--- src/rtl/clk_div_gen_if.sv ---
// Control/status bundle for the programmable clock divider.
// The master side drives the run/ratio controls and the slave side returns the divided clock and status.
`timescale 1ns/1fs
interface clk_div_gen_if #(
    parameter int W = 8
);
    logic         en;
    logic         load;
    logic [W-1:0] div;
    logic         dclk;
    logic         tick;
    logic         running;
    logic [W-1:0] div_active;

    modport master (output en, load, div, input dclk, tick, running, div_active);
    modport slave  (input en, load, div, output dclk, tick, running, div_active);
endinterface

--- src/rtl/clk_div_gen.sv ---
// Programmable integer clock divider: registered dclk with a one-cycle tick on each rising edge.
// Start, stop and ratio changes only take effect at period boundaries, so no runt pulses occur.
`timescale 1ns/1fs
module clk_div_gen #(
    parameter int W           = 8,
    parameter int DEFAULT_DIV = 4
) (
    input  logic         mclk,
    input  logic         rst_n,
    clk_div_gen_if.slave bus
);
    localparam logic [0:0]   IDLE_ST = 1'b0;
    localparam logic [0:0]   RUN_ST  = 1'b1;
    localparam logic [W-1:0] DEF_DIV = W'(DEFAULT_DIV);
    localparam logic [W-1:0] MIN_DIV = W'(2);

    function automatic logic [W-1:0] clamp_div(input logic [W-1:0] v);
        if (v < MIN_DIV) begin
            return MIN_DIV;
        end else begin
            return v;
        end
    endfunction

    logic [0:0]   state_q, state_d;
    logic [W-1:0] cnt_q, cnt_d;
    logic [W-1:0] pend_q, pend_d;
    logic [W-1:0] div_act_q, div_act_d;
    logic         dclk_q, dclk_d;
    logic         tick_q, tick_d;
    logic         running_q, running_d;

    logic [W-1:0] next_ratio_s;
    logic [W:0]   high_len_s;
    logic [W:0]   cnt_inc_s;
    logic         wrap_s;

    // Next-state logic: a load on the same edge as START/WRAP is applied immediately.
    always_comb begin
        next_ratio_s = bus.load ? clamp_div(bus.div) : pend_q;
        high_len_s   = ({1'b0, div_act_q} + {{W{1'b0}}, 1'b1}) >> 1;
        cnt_inc_s    = {1'b0, cnt_q} + {{W{1'b0}}, 1'b1};
        wrap_s       = (cnt_q == (div_act_q - W'(1)));

        state_d   = state_q;
        cnt_d     = cnt_q;
        pend_d    = next_ratio_s;
        div_act_d = div_act_q;
        dclk_d    = dclk_q;
        tick_d    = 1'b0;

        case (state_q)
            IDLE_ST: begin
                if (bus.en) begin
                    state_d   = RUN_ST;
                    div_act_d = next_ratio_s;
                    cnt_d     = {W{1'b0}};
                    dclk_d    = 1'b1;
                    tick_d    = 1'b1;
                end else begin
                    cnt_d  = {W{1'b0}};
                    dclk_d = 1'b0;
                end
            end
            RUN_ST: begin
                if (wrap_s) begin
                    cnt_d = {W{1'b0}};
                    if (bus.en) begin
                        div_act_d = next_ratio_s;
                        dclk_d    = 1'b1;
                        tick_d    = 1'b1;
                    end else begin
                        state_d = IDLE_ST;
                        dclk_d  = 1'b0;
                    end
                end else begin
                    cnt_d  = cnt_inc_s[W-1:0];
                    dclk_d = (cnt_inc_s < high_len_s);
                end
            end
            default: begin
                state_d = IDLE_ST;
                cnt_d   = {W{1'b0}};
                dclk_d  = 1'b0;
            end
        endcase

        running_d = (state_d == RUN_ST);
    end

    // State and output registers; reset returns to idle with the default ratio.
    always_ff @(posedge mclk or negedge rst_n) begin
        if (!rst_n) begin
            state_q   <= IDLE_ST;
            cnt_q     <= {W{1'b0}};
            pend_q    <= DEF_DIV;
            div_act_q <= DEF_DIV;
            dclk_q    <= 1'b0;
            tick_q    <= 1'b0;
            running_q <= 1'b0;
        end else begin
            state_q   <= state_d;
            cnt_q     <= cnt_d;
            pend_q    <= pend_d;
            div_act_q <= div_act_d;
            dclk_q    <= dclk_d;
            tick_q    <= tick_d;
            running_q <= running_d;
        end
    end

    assign bus.dclk       = dclk_q;
    assign bus.tick       = tick_q;
    assign bus.running    = running_q;
    assign bus.div_active = div_act_q;
endmodule

--- src/flat_wrapper.sv ---
// flat-port wrapper written by rule: the top's interface ports become plain ports
module clk_div_gen_flat 
#(
    parameter int W           = 8,
    parameter int DEFAULT_DIV = 4
)
  (mclk, rst_n, bus_en, bus_load, bus_div, bus_dclk, bus_tick, bus_running, bus_div_active);
  clk_div_gen_if #(.W(W)) bus_i ();
  input  logic mclk;
  input  logic rst_n;
  input wire logic [$bits(bus_i.en)-1:0] bus_en;
  input wire logic [$bits(bus_i.load)-1:0] bus_load;
  input wire logic [$bits(bus_i.div)-1:0] bus_div;
  output wire logic [$bits(bus_i.dclk)-1:0] bus_dclk;
  output wire logic [$bits(bus_i.tick)-1:0] bus_tick;
  output wire logic [$bits(bus_i.running)-1:0] bus_running;
  output wire logic [$bits(bus_i.div_active)-1:0] bus_div_active;
  assign bus_i.en = bus_en;
  assign bus_i.load = bus_load;
  assign bus_i.div = bus_div;
  assign bus_dclk = bus_i.dclk;
  assign bus_tick = bus_i.tick;
  assign bus_running = bus_i.running;
  assign bus_div_active = bus_i.div_active;
  clk_div_gen #(.W(W), .DEFAULT_DIV(DEFAULT_DIV)) u_core (.mclk(mclk), .rst_n(rst_n), .bus(bus_i));
endmodule
--- config.mk ---
export PLATFORM = sky130hd
export DESIGN_NAME = clk_div_gen_flat
export DESIGN_NICKNAME = d
export VERILOG_FILES = /design/src/rtl/clk_div_gen_if.sv /design/src/rtl/clk_div_gen.sv /design/src/flat_wrapper.sv
export SDC_FILE = /design/constraint.sdc
export NUM_CORES = 1
export LEC_CHECK = 0
export BUFFER_PORTS_ARGS = -buffer_cell sky130_fd_sc_hd__buf_2
export CORE_MARGIN = 1.5
export CORE_UTILIZATION = 60
export CTS_CLUSTER_SIZE = 12
export DETAILED_ROUTE_END_ITERATION = 12
export PLACE_DENSITY = 0.93
export SLEW_MARGIN = 0
export SYNTH_ARGS = -nofsm -noshare
export SYNTH_HDL_FRONTEND = slang
export SYNTH_SLANG_ARGS = --single-unit
--- constraint.sdc ---
create_clock -name mclk -period 3.8 [get_ports mclk]
set_input_delay 0.19 -clock mclk [delete_from_list [all_inputs] [get_ports mclk]]
set_output_delay 0.19 -clock mclk [all_outputs]
set_load 0.02 [all_outputs]
Word level (Yosys, flattened, before mapping)
Index checks and enable logic that the tools add are counted.

storage, ports and cells
  register bits = 27
  latch bits = 0
  bits in writable memories = 0
  ROM bits = 0
  input bits = 12
  output and inout bits = 11
  word-level logic and storage cells = 28
  memories = 0

operators by class
  $add $sub $neg = 3
  multiply operators = 0
  divide/modulo/power cells = 0
  magnitude comparators = 2
  eq/ne operators = 2
  shift-type cells = 0
  mux-type cells = 14
  bitwise logic cells = 1
  reduce and logical (&&, ||, !) cells = 0

operators with widths
  kind                                                         number
  2-to-1 mux 8 bit                                             5
  one-hot mux 8 bit (2 select lines)                           2
  adder 8 x 1 -> 9 bit (second input constant)                 2
  less-than comparator 9 x 8 -> 1 bit                          1
  equality test 8 bit                                          1
  less-than comparator 8 x 2 -> 1 bit (second input constant)  1
  subtractor 8 x 1 -> 8 bit (second input constant)            1
  one-hot mux 1 bit (2 select lines)                           3
  2-to-1 mux 1 bit                                             4
  inequality test 2 bit (second input constant)                1
  NOT 1 bit                                                    1

Logic depth before layout (Yosys ltp)
Gate-level depths: netlist (run 1).

  depth in word-level cells = 6
  gate-level depth with buffers = 11
  depth with buffers taken out = 10

Worst setup path after synthesis (run 1)
No wires, ideal clock.

  path type = reg2reg
  start = reg u_core.div_act_q[0], in the netlist u_core.bus.div_active[0]
  end = reg u_core.div_act_q[0], in the netlist u_core.bus.div_active[0]
  setup time = 0.125 ns
  data arrival time = 2.208 ns
  data required time = 3.675 ns
  path slack = 1.466 ns
  cell stages (with the launch flop) = 10
  buffers on the path = 1
  clock period less this slack = 2.334 ns
  path through = dfrtp_1 inv_1 ha_1 nor3b_2 a211o_1 nand3_2 o2111ai_2 o31a_1 buf_6 mux2_4

between the ends
  word-level cells in the longest chain between the ends = 3
  elaborated cells between the ends (all ways) = 6
  classes of those cells = 1 x add/sub; 2 x eq/ne; 3 x mux

RTL lines
  what                                                                                   line                RTL
  start: declaration                                                                     clk_div_gen.sv:28   logic [W-1:0] div_act_q, div_act_d;
  start signal: assignment                                                               clk_div_gen.sv:105  div_act_q <= div_act_d;
  subtractor 8 x 1 -> 8 bit or 2-to-1 mux 8 bit (tied branches)                          -
  equality test 8 bit or 2-to-1 mux 8 bit (tied branches)                                -
  inequality test 2 bit (no line) or one-hot mux 8 bit (2 select lines) (tied branches)  -

Several ways; a longest one is shown, not always the timed one. The select of a mux whose other input is x is not followed.
A chain may end at the register's enable or synchronous reset.

Final worst setup path (run 1)
  start = reg u_core.div_act_q[0], in the netlist u_core.bus.div_active[0]
  end = reg u_core.div_act_q[6], in the netlist u_core.bus.div_active[6]

between the ends
  word-level cells in the longest chain between the ends = 3

RTL lines
  what                             line               RTL
  subtractor 8 x 1 -> 8 bit        clk_div_gen.sv:43  wrap_s = (cnt_q == (div_act_q - W'(1)));
  equality test 8 bit              clk_div_gen.sv:43
  inequality test 2 bit (no line)  -

No other way between the ends.

==> impl_metrics.py, run 1 <==
metrics = {
    "run_status": {
        "status": "finished clean",
    },
    "clocking": {
        "worstSkewPairLatency_ns": 0.33,
        "cts_inserted_buffers": 3,
        "post_cts_buffers": 0,
        "cts-resized-gates": 0,
        "ctsRootBufferMaster": "clkbuf_4",
        "clockBufferDepth": 2,
        "tritoncts": "yes",
        "clk_pin_slew_ns": 0.15,
        "cts_htree_levels": 1,
        "cts.sinks": 27,
    },
    "global_route": {
        "antenna_found_initial": 0,
        "grtUsageMet1_pct": 30.7,
        "grt-ovfl-total": 0,
        "top_usage_layer": "met2",
        "grtUsageMet3_pct": 4.42,
        "use_met2_pct": 37.6,
        "grt_pass1_wl_um": 5820,
        "grtUsageTotal_pct": 23.2,
        "grt_pass1_vias": 1293,
        "grt_max_degree": 28,
    },
    "synthesis": {
        "netlist_instances": 155,
        "synthFlopType": "dfrtp_1",
        "synth_top_area_share_pct": 37.1,
        "syn_nets": 177,
        "yosysWarnings": 0,
        "ys_seq_area_share_pct": 40.3,
        "synth.most_common_cell": "dfrtp_1",
        "synth_area_um2": 1680,
        "synth_edf_count": 0,
        "avgSynthCellArea_um2": 10.9,
        "async_flop_share_pct": 100,
        "synthTopCellsByArea": "dfrtp_1, ha_1, mux2_4",
        "synth_commonest_cells": "dfrtp_1, xnor2_1, nor2_1, xor2_1",
        "synth_cell_type_count": 32,
        "yosysTopAreaCell": "dfrtp_1",
        "ys_seq_elements": 27,
    },
    "place": {
        "portBuffers": 22,
        "gp_congestion": 0.878,
        "post-dp-hpwl_um": 2380,
    },
    "sta": {
        "maxSlewViolCount": 0,
        "timing.setup.tns_ns": 0,
        "period_share_pct": 67.2,
        "maxSlewHeadroom_pct": 55.0,
        "period_minus_slack_ns": 2.55,
        "clock.fmax_mhz": 391,
        "finClkSkew_ns": 0.00296,
        "hold_viol": 0,
        "worst_slew_pin_slew_ns": 0.671,
        "rsz0062_at_grt": "no",
        "setup_violations": 0,
    },
    "critical_path": {
        "path_class": "register to register",
        "crit_slowest_cell": "o31a_1",
        "cp.required_ns": 4.03,
        "cp_slowest_stage_delay_ns": 0.59,
        "cp_cell_sequence": "inv_1 -> ha_1 -> nor3b_2 -> a211o_1 -> nand3_2 -> o2111ai_2 -> o31a_1 -> mux2_4",
        "start_kind": "register",
        "arrival_ns": 2.79,
        "endpoint_kind": "register",
        "worstPathMaxFanout": 10,
    },
    "cells_and_area": {
        "drive_gt1_share_pct": 27.0,
        "nFillCells": 211,
        "syn_to_final_growth_pct": 6.76,
        "fin_util_pct": 66.3,
        "diodes": 0,
        "final_nets": 197,
    },
    "job": {
        "max-cap-violations": 0,
    },
    "detailed_routing": {
        "wl_um": 3210,
        "drt_first_iter_violations": 45,
        "drc": 0,
        "routed-via-count": 1200,
        "wl_per_cell_um": 15.6,
        "final_antenna_net_count": 0,
        "drt_pass1_iterations": 4,
        "vias_per_cell": 5.85,
    },
    "floorplanning": {
        "io_pins": 23,
        "fp.dieArea_um2": 3130,
        "die_w_um": 56.0,
        "fp.dieH_um": 56.0,
        "start_util_pct": 62.1,
        "fp.coreArea_um2": 2710,
        "row_count": 19,
    },
    "power": {
        "power_density_nw_per_um2": 851,
        "peakVddDrop_v": 0.000657,
        "p_leak_nw": 0.837,
    },
    "min_path": {
        "hp-class": "primary input to register",
    },
}
state kept, by name (all words and copies together), names as in the netlist:
register,cells
u_core.pend_q,8
u_core.state_q,1
u_core.bus.dclk,1
u_core.bus.div_active,8
u_core.cnt_q,8
u_core.bus.tick,1
where the power goes:
group          switching [W]  internal (W)  leakage, nW  total (W)
registers           0.000161      0.000385        0.323   0.000546
logic               0.000437      0.000417        0.500   0.000854
clock network      0.0000901     0.0000403       0.0139   0.000130
routing by layer:
metal,share of wire [%],up-vias,routed length [um]
li1,-,566,-
met1,43,581,1400
met2,50,43,1600
met3,4.8,10,154
met4,1.9,0,61
met5,0,-,0
area by class of cell:
| cell class | count | area, um^2 | share of cell area [%] |
|---|---|---|---|
| Sequential cell | 27 | 678 | 37.7 |
| Inverter | 5 | 18.8 | 1.04 |
| Multi-Input combinational cell | 115 | 912 | 50.7 |
| Clock buffer | 3 | 22.5 | 1.25 |
| Tap cell | 31 | 38.8 | 2.16 |
| Timing Repair Buffer | 23 | 120 | 6.68 |
| Clock inverter | 1 | 7.51 | 0.418 |
logic make-up after synthesis:
kind of cell | Yosys count | share of synthesized area, %
xor gates and xnor gates | 24 | 12.5
muxes | 17 | 13.0
DFF | 27 | 40.3
adders and majority gates | 10 | 7.43
AOI/OAI and AO/OA | 16 | 6.39
buffers and inverters | 13 | 5.57
and+or+nand+nor | 48 | 14.9
final timing paths:
check,to,slack [ns],start,depth (start not counted)
worst max-delay path,u_core.bus.div_active[6],1.25,u_core.bus.div_active[0],8
worst min-delay path,u_core.state_q,0.08,bus_en,3
worst max register to register,u_core.bus.div_active[6],1.25,u_core.bus.div_active[0],8
worst min register to register,u_core.pend_q[3],0.53,u_core.pend_q[3],1
max in group asynchronous,u_core.state_q,3.04,rst_n,2
min in group asynchronous,u_core.cnt_q[6],0.38,rst_n,2
critical path, delay by kind of cell, from the launching register on:
family,cells,cell delay [ns]
and+or+nand+nor,2,0.39
adders and majority gates,1,0.23
DFF,1,0.50
buffers and inverters,1,0.12
AOI/OAI and AO/OA,3,0.86
muxes,1,0.35
cell usage in the layout (no fill, tap or decap), types with 2 or more instances in the layout:
master	n
nor2b_1	7
xor2_1	11
nor2_1	11
mux2_4	8
xnor2_1	13
dfstp_2	2
o21ai_0	5
buf_2	22
mux2i_1	2
nand2_1	10
mux2_2	7
ha_1	10
nand3_1	7
inv_1	5
nand4_1	3
clkbuf_4	3
nor3_1	4
dfrtp_1	25
o21ai_1	2
a21oi_1	2
nand2b_1	2
repair_timing:
item,CTS,global route
endpoints found under the setup margin,0,0
hold buffers,1,0
hold endpoints to repair,25,0
metrics by stage:
stage | total power (W) | setup slack, ns | hold slack (ns) | cell area, um^2 | std cells
floorplan | 0.00122 | 1.47 | -0.106 | 1680 | 155
global placement | 0.00133 | 1.43 | 0.213 | 1760 | 200
detailed placement | 0.00139 | 1.31 | 0.235 | 1760 | 200
CTS | 0.00153 | 1.24 | 0.0717 | 1800 | 205
global route | 0.00166 | 1.11 | 0.0671 | 1800 | 205
finish | 0.00153 | 1.25 | 0.0773 | 1800 | 205
Note: power is estimated with default switching activity, not from simulation.
==> run 2: changes to the inputs <==
CORE_UTILIZATION = 57   (was 60)
PLACE_DENSITY = 0.89   (was 0.93)
clock period = 2.66 ns   (was 3.8 ns; I/O delays follow)
==> run 2 against run 1 <==
  * Hold slack worse by 0.051 ns
  * Flip-flop and latch count unchanged
  * Critical path depth up 1
  * Setup slack worse by 0.99 ns
  * Register-to-register slack worse by 0.99 ns
  * First-iteration DRC count down 16%
  * Combinational power up 44%
  * Wire length up 0.59%
  * Cell count up 1.5%
  * Global-route usage down 1.4 points
  * Cell area up 1.0%
==> impl_metrics.py, run 2 (synthesis gave the netlist of run 1 again) <==
metrics = {
    "place": {
        "gp_congestion": 0.841,
        "portBuffers": 22,
        "post-dp-hpwl_um": 2530,
        "dpl_cell_area_um2": 1780,
    },
    "cells_and_area": {
        "syn_to_final_growth_pct": 7.88,
        "final_nets": 200,
        "design_area_um2": 1820,
        "drive_gt1_share_pct": 27.7,
        "diodes": 0,
        "final_cell_mix": "dfrtp_1, buf_2, xnor2_1, nor2_1, xor2_1",
        "layout_commonest_cell": "dfrtp_1",
    },
    "global_route": {
        "grtUsageTotal_pct": 21.8,
        "grt-ovfl-total": 0,
        "antenna_found_initial": 0,
        "grt_pass1_wl_um": 5550,
        "grt_max_degree": 28,
        "grt_pass1_vias": 1250,
    },
    "clocking": {
        "worstSkewPairLatency_ns": 0.33,
        "cts_inserted_buffers": 3,
        "cts_hold_buf": 1,
        "cts.sinks": 27,
        "cts-resized-gates": 0,
        "ctsRootBufferMaster": "clkbuf_4",
        "clk_pin_slew_ns": 0.14,
        "clockBufferDepth": 2,
        "post_cts_buffers": 0,
        "tritoncts": "yes",
        "cts_htree_levels": 1,
    },
    "floorplanning": {
        "die_w_um": 57.4,
        "fp.dieH_um": 57.4,
        "fp.dieArea_um2": 3290,
        "row_count": 19,
        "start_util_pct": 60.5,
        "io_pins": 23,
        "fp.coreArea_um2": 2780,
    },
    "critical_path": {
        "path_class": "register to register",
        "cp.required_ns": 2.89,
        "endpoint_kind": "register",
        "start_kind": "register",
        "worstPathMaxFanout": 10,
        "arrival_ns": 2.63,
    },
    "job": {
        "max-cap-violations": 0,
    },
    "detailed_routing": {
        "final_antenna_net_count": 0,
        "drt_pass1_iterations": 4,
        "wl_met3_um": 145,
        "drt_first_iter_violations": 38,
        "routed-via-count": 1185,
        "wl_met1_um": 1400,
        "vias_per_cell": 5.70,
        "highest_layer": "met4",
        "drc": 0,
        "wl_met2_um": 1650,
        "wl_um": 3230,
        "wl_per_cell_um": 15.5,
    },
    "sta": {
        "clock.fmax_mhz": 417,
        "maxSlewHeadroom_pct": 61.0,
        "worst_slew_pin_slew_ns": 0.586,
        "hold_slack_ns": 0.0258,
        "timing.setup.tns_ns": 0,
        "finClkSkew_ns": 0.00159,
        "maxSlewViolCount": 0,
        "rsz0062_at_grt": "no",
        "period_minus_slack_ns": 2.40,
        "setup_violations": 0,
        "period_share_pct": 90.3,
        "hold_viol": 0,
    },
    "power": {
        "peakVddDrop_v": 0.000809,
        "power_density_nw_per_um2": 1200,
        "p_leak_nw": 0.853,
    },
    "min_path": {
        "hp-class": "primary input to register",
    },
    "run_status": {
        "status": "finished clean",
    },
}
run 2: worst max-delay path: stages (launching register included):
cell       delay (ns)
dfrtp_1          0.49
inv_1            0.09
ha_1             0.24
nor3b_2          0.19
a211o_1          0.28
nand3_2          0.08
o2111ai_2        0.12
o31a_1           0.30
buf_4            0.20
mux2_4           0.31
run 2: final timing paths:
kind / slack, ns / to / from / cells after the start
setup / recovery: 0.26 / u_core.bus.div_active[1] / u_core.bus.div_active[1] / 9
hold / removal: 0.03 / u_core.state_q / bus_en / 3
setup reg to reg: 0.26 / u_core.bus.div_active[1] / u_core.bus.div_active[1] / 9
hold reg to reg: 0.52 / u_core.pend_q[1] / u_core.pend_q[1] / 2
max in group asynchronous: 1.96 / u_core.pend_q[2] / rst_n / 2
min in group asynchronous: 0.32 / u_core.pend_q[5] / rst_n / 2
run 2: power breakdown:
part	internal, W	switching [W]
Sequential	0.000550	0.000218
Clock	0.0000589	0.000121
Combinational	0.000615	0.000618
run 2: cell type report:
type | count | area, um^2
clock buffers | 4 | 26.3
repair buffers | 26 | 143
multi-input cells | 115 | 912
inverters | 5 | 18.8
well taps | 31 | 38.8
flip-flops and latches | 27 | 678
fillers | 233 | 965
run 2: per-layer routing:
metal  global-route usage [%]  up-vias
li1                         -      571
met1                     26.8      578
met2                     37.8       32
met3                     5.44        4
met4                     6.31        0
met5                        0        -
run 2: through the flow:
| step | util (%) | worst slack, ns | cells | power (W) |
|---|---|---|---|---|
| after CTS | 65.3 | 0.253 | 208 | 0.00219 |
| final | 65.3 | 0.259 | 208 | 0.00218 |
| after global placement | 64.0 | 0.332 | 203 | 0.00191 |
| after floorplan | - | 0.326 | 155 | 0.00175 |
| after global routing | 65.3 | 0.121 | 208 | 0.00236 |
| after detailed placement | 64.0 | 0.284 | 203 | 0.00200 |
==> run 3: changes to the inputs <==
RECOVER_POWER = 50   (was unset)
==> run 3 against run 2 <==
  * Register-to-register slack about the same
  * Power about the same
  * Maximum frequency about the same
  * Utilization down 0.090 points
  * Combinational power about the same
  * Non-clock buffer count unchanged
  * Global-route usage unchanged
  * Sequential power about the same
  * Critical path depth unchanged
  * Clock-buffer cell count unchanged
  * Clock power about the same
  * Critical path type unchanged
  * Critical endpoint unchanged
  * Highest routed layer unchanged
==> impl_metrics.py, run 3 (synthesis gave the netlist of run 1 again) <==
metrics = {
    "sta": {
        "timing.setup.tns_ns": 0,
        "period_share_pct": 90.3,
        "setup_violations": 0,
        "worst_slew_pin_slew_ns": 1.40,
        "rsz0062_at_grt": "no",
        "period_minus_slack_ns": 2.40,
        "maxSlewViolCount": 0,
        "clock.fmax_mhz": 416,
        "maxSlewHeadroom_pct": 6.60,
        "finClkSkew_ns": 0.00167,
        "hold_slack_ns": 0.0258,
        "hold_viol": 0,
    },
    "job": {
        "max-cap-violations": 0,
    },
    "min_path": {
        "min_delay_path_depth": 3,
        "min-delay-start": "bus_en",
        "hp-class": "primary input to register",
        "hold_end": "u_core.state_q",
    },
    "critical_path": {
        "cp_cell_sequence": "inv_1 -> ha_1 -> nor3b_2 -> a211o_1 -> nand3_2 -> o2111ai_2 -> o31a_1 -> buf_4 -> mux2_4",
        "r2r-start": "u_core.bus.div_active[1]",
        "arrival_ns": 2.63,
        "worstPathMaxFanout": 10,
        "crit_slowest_cell": "dfrtp_1",
        "start_kind": "register",
        "r2r_cells": 9,
        "path_buf_inv": 2,
        "path_delay_family": "compound AO/OA/AOI/OAI gates",
        "cp.required_ns": 2.89,
        "cp_slowest_stage_delay_ns": 0.49,
        "cp_num_cells": 9,
        "worstReg2RegEnd": "u_core.bus.div_active[1]",
        "path_class": "register to register",
        "endpoint_kind": "register",
        "timing.reg2reg.setup_slack_ns": 0.26,
    },
    "power": {
        "total_power_w": 0.00218,
        "peakVddDrop_v": 0.000809,
        "p_leak_nw": 0.848,
        "power_density_nw_per_um2": 1200,
    },
    "global_route": {
        "grt-ovfl-total": 0,
        "grt_pass1_vias": 1250,
        "grtUsageTotal_pct": 21.8,
        "grt_max_degree": 28,
        "grt_pass1_wl_um": 5550,
        "antenna_found_initial": 0,
    },
    "clocking": {
        "clockBufferDepth": 2,
        "ctsRootBufferMaster": "clkbuf_4",
        "clk_pin_slew_ns": 0.14,
        "cts.sinks": 27,
        "worstSkewPairLatency_ns": 0.33,
        "cts_htree_levels": 1,
        "tritoncts": "yes",
        "cts_inserted_buffers": 3,
    },
    "cells_and_area": {
        "syn_to_final_growth_pct": 7.73,
        "final_cell_mix": "dfrtp_1, buf_2, xnor2_1, nor2_1, xor2_1",
        "drive_gt1_share_pct": 25.4,
        "final_cells": 208,
        "layout_commonest_cell": "dfrtp_1",
        "diodes": 0,
        "final_nets": 200,
        "fin_util_pct": 65.2,
    },
    "floorplanning": {
        "io_pins": 23,
        "fp.dieArea_um2": 3290,
        "fp.coreArea_um2": 2780,
        "die_w_um": 57.4,
        "fp.dieH_um": 57.4,
        "row_count": 19,
        "start_util_pct": 60.5,
    },
    "place": {
        "gp_congestion": 0.841,
        "portBuffers": 22,
        "post-dp-hpwl_um": 2530,
        "dp_cells": 203,
    },
    "detailed_routing": {
        "drt_first_iter_violations": 38,
        "wl_per_cell_um": 15.5,
        "vias_per_cell": 5.70,
        "wl_um": 3230,
        "drt_pass1_iterations": 4,
        "drc": 0,
        "final_antenna_net_count": 0,
        "highest_layer": "met4",
        "wl_met1_um": 1400,
        "wl_met2_um": 1650,
        "wl_met3_um": 145,
        "routed-via-count": 1186,
    },
    "run_status": {
        "status": "finished clean",
    },
}
==> run 3: cell types whose count changed in the layout (fill, tap and decap cells not counted) <==
cell / before / now
mux2_1: 0 / 2
clkbuf_1: 1 / 3
buf_2: 22 / 20
mux2_2: 7 / 5
==> run 3: metrics by stage <==
step	instance area, um^2	worst slack [ns]
6_report	1810	0.257
5_1_grt	1810	0.121
4_1_cts	1820	0.253
3_5_place_dp	1780	0.284
3_3_place_gp	1780	0.332
2_1_floorplan	1680	0.326
==> run 3: worst max-delay path by stage <==
stage,end,slack [ns],startpoint
4_1_cts,u_core.bus.div_active[1],0.25,u_core.bus.div_active[1]
2_1_floorplan,u_core.bus.div_active[0],0.33,u_core.bus.div_active[0]
3_5_place_dp,u_core.bus.div_active[1],0.28,u_core.bus.div_active[1]
3_3_place_gp,u_core.bus.div_active[0],0.33,u_core.bus.div_active[1]
5_1_grt,u_core.bus.div_active[1],0.12,u_core.bus.div_active[1]
6_report,u_core.bus.div_active[1],0.26,u_core.bus.div_active[1]
==> run 3: final cells by class <==
type	instances	area, um^2
clock buffers	4	26.3
repair buffers	26	140
multi-input cells	115	912
fillers	233	967
inverters	5	18.8
well taps	31	38.8
flip-flops and latches	27	678
==> run 3: power breakdown <==
group          internal [W]  leakage [nW]  switching, W
sequential         0.000550         0.323      0.000218
combinational      0.000614         0.510      0.000618
clock             0.0000589        0.0150      0.000121
==> run 3: tightest hold or removal path, cell delays in order <==
cell     delay (ns)
buf_2          0.09
inv_1          0.05
nand2_1        0.05
==> run 3: what timing repair did <==
| action | 4_1_cts | 5_1_grt |
|---|---|---|
| resized for setup | 0 | 0 |
| hold buffers | 1 | 0 |
| setup buffers | 0 | 0 |
| hold endpoints to repair | 25 | 0 |
==> run 3: routing by layer <==
metal	vias up	GRT usage (%)
li1	571	-
met1	579	26.8
met2	32	37.8
met3	4	5.44
met4	0	6.31
met5	-	0
